$ cat config.mk
export PLATFORM = sky130hd
export DESIGN_NAME = serial_adder_n
export DESIGN_NICKNAME = d
export VERILOG_FILES = /design/src/rtl/serial_adder_n.sv
export SDC_FILE = /design/constraint.sdc
export NUM_CORES = 1
export LEC_CHECK = 0
export ABC_AREA = 1
export BUFFER_PORTS_ARGS = -buffer_cell sky130_fd_sc_hd__buf_2
export CAP_MARGIN = 0
export CELL_PAD_IN_SITES_DETAIL_PLACEMENT = 0
export CELL_PAD_IN_SITES_GLOBAL_PLACEMENT = 1
export CORE_ASPECT_RATIO = 2
export CORE_MARGIN = 5
export CORE_UTILIZATION = 39
export DETAILED_ROUTE_END_ITERATION = 16
export HOLD_SLACK_MARGIN = 0.03
export PLACE_DENSITY_LB_ADDON = 0.1
export SYNTH_ARGS = -nofsm -noshare
export SYNTH_HDL_FRONTEND = slang
export SYNTH_SLANG_ARGS = --single-unit
$ cat constraint.sdc
create_clock -name clk -period 3.2 [get_ports clk]
set_input_delay 0.32 -clock clk [delete_from_list [all_inputs] [get_ports clk]]
set_output_delay 0.32 -clock clk [all_outputs]
set_load 0.05 [all_outputs]
$ cat src/rtl/serial_adder_n.sv
// serial_adder_n: multi-cycle ripple adder that iterates a DIGIT-bit slice
// over WIDTH/DIGIT cycles, with a start/busy/done handshake and carry/overflow flags.
module serial_adder_n #(
  parameter int unsigned WIDTH = 8,
  parameter int unsigned DIGIT = 2
) (
  input  logic             clk,
  input  logic             reset,
  input  logic             start,
  input  logic [WIDTH-1:0] a,
  input  logic [WIDTH-1:0] b,
  input  logic             cin,
  output logic             busy,
  output logic             done,
  output logic [WIDTH-1:0] sum,
  output logic             co,
  output logic             ovf
);

  localparam int unsigned NDIG = WIDTH / DIGIT;
  localparam int unsigned CW   = (NDIG > 1) ? $clog2(NDIG) : 1;

  typedef enum logic [1:0] {
    IDLE = 2'd0,
    RUN  = 2'd1,
    DONE = 2'd2
  } state_t;

  state_t             state;
  state_t             state_nxt;
  logic               accept;
  logic               last;

  logic [WIDTH-1:0]   a_q;
  logic [WIDTH-1:0]   b_q;
  logic [WIDTH-1:0]   acc_q;
  logic               carry_q;
  logic [CW-1:0]      cnt_q;

  logic [DIGIT-1:0]   a_dig;
  logic [DIGIT-1:0]   b_dig;
  logic [DIGIT:0]     dig_sum;
  logic [WIDTH-1:0]   acc_nxt;
  logic               ovf_nxt;

  // Next-state decode; start is only honoured from IDLE or DONE.
  always_comb begin
    state_nxt = state;
    accept    = 1'b0;
    last      = (cnt_q == CW'(NDIG - 1));
    case (state)
      IDLE: begin
        if (start) begin
          accept    = 1'b1;
          state_nxt = RUN;
        end
      end
      RUN: begin
        if (last) state_nxt = DONE;
      end
      DONE: begin
        if (start) begin
          accept    = 1'b1;
          state_nxt = RUN;
        end else begin
          state_nxt = IDLE;
        end
      end
      default: state_nxt = IDLE;
    endcase
  end

  // Digit slice: select the current digit, add with the carry, and merge the
  // result into a copy of the partial sum so the final digit is visible at once.
  always_comb begin
    a_dig = '0;
    b_dig = '0;
    for (int unsigned i = 0; i < NDIG; i++) begin
      if (cnt_q == CW'(i)) begin
        a_dig = a_q[i*DIGIT +: DIGIT];
        b_dig = b_q[i*DIGIT +: DIGIT];
      end
    end
    dig_sum = {1'b0, a_dig} + {1'b0, b_dig} + {{DIGIT{1'b0}}, carry_q};
    acc_nxt = acc_q;
    for (int unsigned i = 0; i < NDIG; i++) begin
      if (cnt_q == CW'(i)) acc_nxt[i*DIGIT +: DIGIT] = dig_sum[DIGIT-1:0];
    end
    ovf_nxt = (a_q[WIDTH-1] == b_q[WIDTH-1]) && (acc_nxt[WIDTH-1] != a_q[WIDTH-1]);
  end

  // State register plus registered handshake outputs.
  always_ff @(posedge clk) begin
    if (reset) begin
      state <= IDLE;
      busy  <= 1'b0;
      done  <= 1'b0;
    end else begin
      state <= state_nxt;
      busy  <= (state_nxt == RUN);
      done  <= (state_nxt == DONE);
    end
  end

  // Operand capture, digit iteration and result update on the completion edge.
  always_ff @(posedge clk) begin
    if (reset) begin
      a_q     <= '0;
      b_q     <= '0;
      acc_q   <= '0;
      carry_q <= 1'b0;
      cnt_q   <= '0;
      sum     <= '0;
      co      <= 1'b0;
      ovf     <= 1'b0;
    end else if (accept) begin
      a_q     <= a;
      b_q     <= b;
      carry_q <= cin;
      cnt_q   <= '0;
    end else if (state == RUN) begin
      acc_q   <= acc_nxt;
      carry_q <= dig_sum[DIGIT];
      cnt_q   <= last ? '0 : cnt_q + CW'(1);
      if (last) begin
        sum <= acc_nxt;
        co  <= dig_sum[DIGIT];
        ovf <= ovf_nxt;
      end
    end
  end

endmodule

# [Yosys cells after proc, flatten, opt, wreduce, memory -nomap -nowiden]
# Cells that the tools add are included.
[op_classes] n_bitwise=1 mul=0 addsub=3 magnitude_cmp=0 n_eq_ne=9 div_mod_pow=0 n_mux=21 n_reduce_logical=8 shifts=0
[op_table] operator="$mux 2" count=15
[op_table] operator="$eq 2x2->1 const B" count=4
[op_table] operator="$eq 2x1->1 const B" count=3
[op_table] operator="$pmux 2 s3" count=1
[op_table] operator="$mux 1" count=5
[op_table] operator="$logic_not 2->1" count=2
[op_table] operator="$reduce_or 2->1" count=2
[op_table] operator="$add 2x2->3" count=1
[op_table] operator="$add 3x1->3" count=1
[op_table] operator="$reduce_and 3->1" count=1
[op_table] operator="$add 2x1->2 const B" count=1
[op_table] operator="$reduce_and 2->1" count=1
[op_table] operator="$reduce_bool 2->1" count=1
[op_table] operator="$eq 1x1->1" count=1
[op_table] operator="$logic_and 1x1->1" count=1
[op_table] operator="$ne 1x1->1" count=1
[op_table] operator="$not 1->1" count=1
[totals] latch_bits=0 ff_bits=41 in_bits=20 mem_count=0 ramBits=0 rom_bits=0 elab_cells=53

# [Logic depth before layout (Yosys ltp)]
[logic_depth] ltp_word=10 depth_mapped=16

# [Worst setup path before layout]
# No wires, ideal clock.
[synth_path] path_type="register to register" startpoint="reg cnt_q[0]" endpoint="reg ovf" synth_period_minus_slack_ns=2.330 setup_ns=0.113 path_slack_ns=0.870 arrival_ns=2.217 stages_incl_launch_ff=17 path_cell_list="dfxtp_1 > inv_1 > ha_1 > inv_1 > nor2_1 > nor2_1 > nand2_1 > nand2_1 > fa_1 > inv_1 > fa_1 > inv_1 > nand2_1 > nand2_1 > nand2_1 > nand3_1 > nand2_1"
[synth_via] elab_chain_len=10
[synth_lines] element="start: declaration" line_no="38" text="logic [CW-1:0] cnt_q;"
[synth_lines] element="start signal: assignment" line_no="124" text="cnt_q <= last ? '0 : cnt_q + CW'(1);"
[synth_lines] element="$logic_not 2->1" line_no="79" text="if (cnt_q == CW'(i)) begin"
[synth_lines] element="$mux 2 (4 in series)" line_no="79"
[synth_lines] element="$add 2x2->3" line_no="84" text="dig_sum = {1'b0, a_dig} + {1'b0, b_dig} + {{DIGIT{1'b0}}, carry_q};"
[synth_lines] element="$add 3x1->3" line_no="84"
[synth_lines] element="$mux 2" line_no="87" text="if (cnt_q == CW'(i)) acc_nxt[i*DIGIT +: DIGIT] = dig_sum[DIGIT-1:0];"
[synth_lines] element="$ne 1x1->1" line_no="89" text="ovf_nxt = (a_q[WIDTH-1] == b_q[WIDTH-1]) && (acc_nxt[WIDTH-1] != a_q[WIDTH-1]);"
[synth_lines] element="$logic_and 1x1->1" line_no="89"
[synth_lines] element="end signal: assignment" line_no="128" text="ovf <= ovf_nxt;"
[synth_lines] element="end: declaration" line_no="17" text="output logic ovf"
# Parallel ways exist; a longest one is shown, timed or not.
# A chain may end at the register's enable or synchronous reset.

# [Worst setup path after layout]
# Same ends and word-level chain as after synthesis.

==> run metrics <==
setup bufs post-CTS=0; post-synth top area cell=dfxtp_1; Final min period=2.66 ns; TritonCTS buffer count=5; fin crit share=83.1%; global route hottest layer=met2; # diodes=0; flops & latches, synth=40; fraction of registers with async set/reset=0%; net switching power=278 µW; core box area=4510 µm²; row count=35; RePlAce Congestion=0.828; Syn-to-layout area delta=14.2%; Post-Place Cells=322; adder-cell share of the synthesized area=5.04%; synth unique cells=20; Combinational Power Share=14.7%; PortBufs=31; CP max stage delay=0.46 ns; Overflow after GRT=0; GR Layer Usage met3=2.70%; fmax=376 MHz; clock buffer depth=2; simple-gate share of the synthesized area=29.5%; Hold Violations, Final=0; post-synthesis mux area share=0%; WP data arrival=2.84 ns; Post-Synthesis Cells=243; Placed Area=1940 µm²; compound-cell area share of the yosys netlist=12.2%; Worst VDD drop=0.000398 V; Routed WL per cell=11.9 µm; relative slew slack=68.6%; 1st-iter DRT viols=19; antenna violations before repair=0; share of layout cells above drive strength 1=17.9%; Critical Path End Type=register; most frequent cell after synthesis=nand2_1; GR Util met2=25.5%; transition time at the pin with the least slew margin=0.470 ns; most instantiated cells after synthesis=69 x nand2_1, 43 x nor2_1, 40 x dfxtp_1, 23 x o21ai_0, 17 x inv_1; Clk Latency, worst-skew pair=0.29 ns; Final Max Tran Viols=0; Final ANT Viol Nets=0; Setup Viol. Count Final=0; vias in the first global route=1526; status=finished, final reports clean; first-pass GRT wire length=6.86 mm; TritonRoute pass-1 iters=4; die area=6120 µm²; Avg Cell Area, Syn=7.35 µm²; # hold bufs at CTS=0; initial cell density of the core=39.6%; critical path launch point type=register; Finished Core Util=45.2%; RSZ-0062 raised after global routing=no; DRC=0; Synth area leaders=dfxtp_1 45%, nand2_1 14%, nor2_1 9.0%; largest family of logic cells by synthesized area=simple AND/OR/NAND/NOR gates; nets@finish=300; post-route cell area=2040 µm²; power density cells=514 nW/µm²; crit-path most repeated cell=nand2_1; DIE HEIGHT=106 µm; CTS tree=done; total power=1.05 mW; via count=1548; Max Cap Violations=0; Reg area=801 µm²; post-synth top area share=44.8%; Post-DP HPWL=3.07 mm; synthesized area=1790 µm²; Worst Hold Class=in -> reg; final std cells w/o fill=329; Leak=1.01 nW; post-CTS sizing=0; sequential share of power=51.8%; met1 GRT Util=15.9%; yosys warns=0; CP Max Fanout=7; Total GRT Usage=14.5%; I/O pins=32; Vias/cell=4.71; xor and xnor area share after synthesis=0%; area of the multi-input gates=835 µm²; register area share after synthesis=44.8%; largest net degree at the start of global routing=27; CP required=3.39 ns; CP Cell Sequence=inv_1, ha_1, inv_1, nor2_1, nor2_1, nand2_1, nand2_1, fa_1, inv_1, fa_1, inv_1, nand2_1, nand2_1, nand2_1, nand3_1, nand2_1; top_reg_cell synth=dfxtp_1; WS Path Type=reg -> reg; Internal=771 µW; CTS H-tree lvls=2; fill count=495; clock power share=33.6%; Root Driver=clkbuf_8; Sw Share=26.5%; drt total wl=3.92 mm; skew final=0.00461 ns; Slowest-stage cell, CP=fa_1; clk slew on worst S/H paths=0.07 ns; Post-synth EDFFs=0; Synth Net Count=269; clk sinks=40; final setup TNS=0 ns; Die W=57.9 µm
## stage by stage
step / worst slack (ns) / hold WS, ns
CTS: 0.508 / 0.263
floorplan: 0.870 / 0.389
global placement: 0.565 / 0.428
finish: 0.541 / 0.272
global route: 0.189 / 0.294
detailed placement: 0.527 / 0.429
## worst max-delay path, delay by kind of cell (launching register included)
family,cells,cell delay (ns)
fa+ha+maj,3,1.09
buf+inv,4,0.47
flops,1,0.34
simple gates,9,0.64
## registers in the layout (all words and copies together), names as in the netlist
register  count
sum           8
carry_q       1
ovf           1
a_q           8
busy          1
state         2
done          1
b_q           8
cnt_q         2
acc_q         7
co            1
## kinds of logic after synthesis
| kind of cell | Yosys count |
|---|---|
| AO/OA/AOI/OAI | 42 |
| buffers and inverters | 29 |
| adder cells (fa/ha/maj) | 6 |
| AND/OR/NAND/NOR | 126 |
| flip-flops | 40 |
## layer usage
metal  routed length, µm  part of all wire (%)
met2                2140                    54
met3                 132                   3.4
met1                1530                    39
met4                 121                   3.1
met5                   0                     0
## power by group through the flow
stage	Clock, mW	Combinational [mW]	Sequential [mW]
floorplan	0	0.115	0.553
global placement	0	0.155	0.555
detailed placement	0	0.157	0.555
CTS	0.364	0.157	0.544
global route	0.383	0.178	0.547
finish	0.352	0.154	0.543
## layout by cell type, fill, tap and decap left out
master / n
nor2_8: 1
nand3_4: 1
ha_1: 4
clkbuf_8: 7
buf_2: 31
nand2_1: 69
a21oi_1: 13
o21ai_1: 4
nand3_1: 9
fa_1: 2
nor2_1: 43
nand2_2: 2
clkinv_1: 1
a21oi_2: 2
inv_2: 3
dfxtp_1: 40
o21ai_0: 23
inv_4: 1
inv_1: 17
nand2_4: 1
## path summary, 6_finish.rpt
| kind | startpoint | endpoint | slack [ns] | cells past startpoint |
|---|---|---|---|---|
| worst max-delay path | cnt_q[0] | ovf | 0.54 | 16 |
| worst min-delay path | b[4] | b_q[4] | 0.27 | 3 |
| worst max register to register | cnt_q[0] | ovf | 0.54 | 16 |
| worst min register to register | sum[3] | sum[3] | 0.44 | 2 |
## layout make-up
type,count,share of cell area [%]
multi-input cells,174,40.9
inverters,22,4.17
well taps,55,3.37
repair buffers,31,7.60
flip-flops and latches,40,39.2
clock buffers,7,4.72
(Power assumes the default switching activity.)
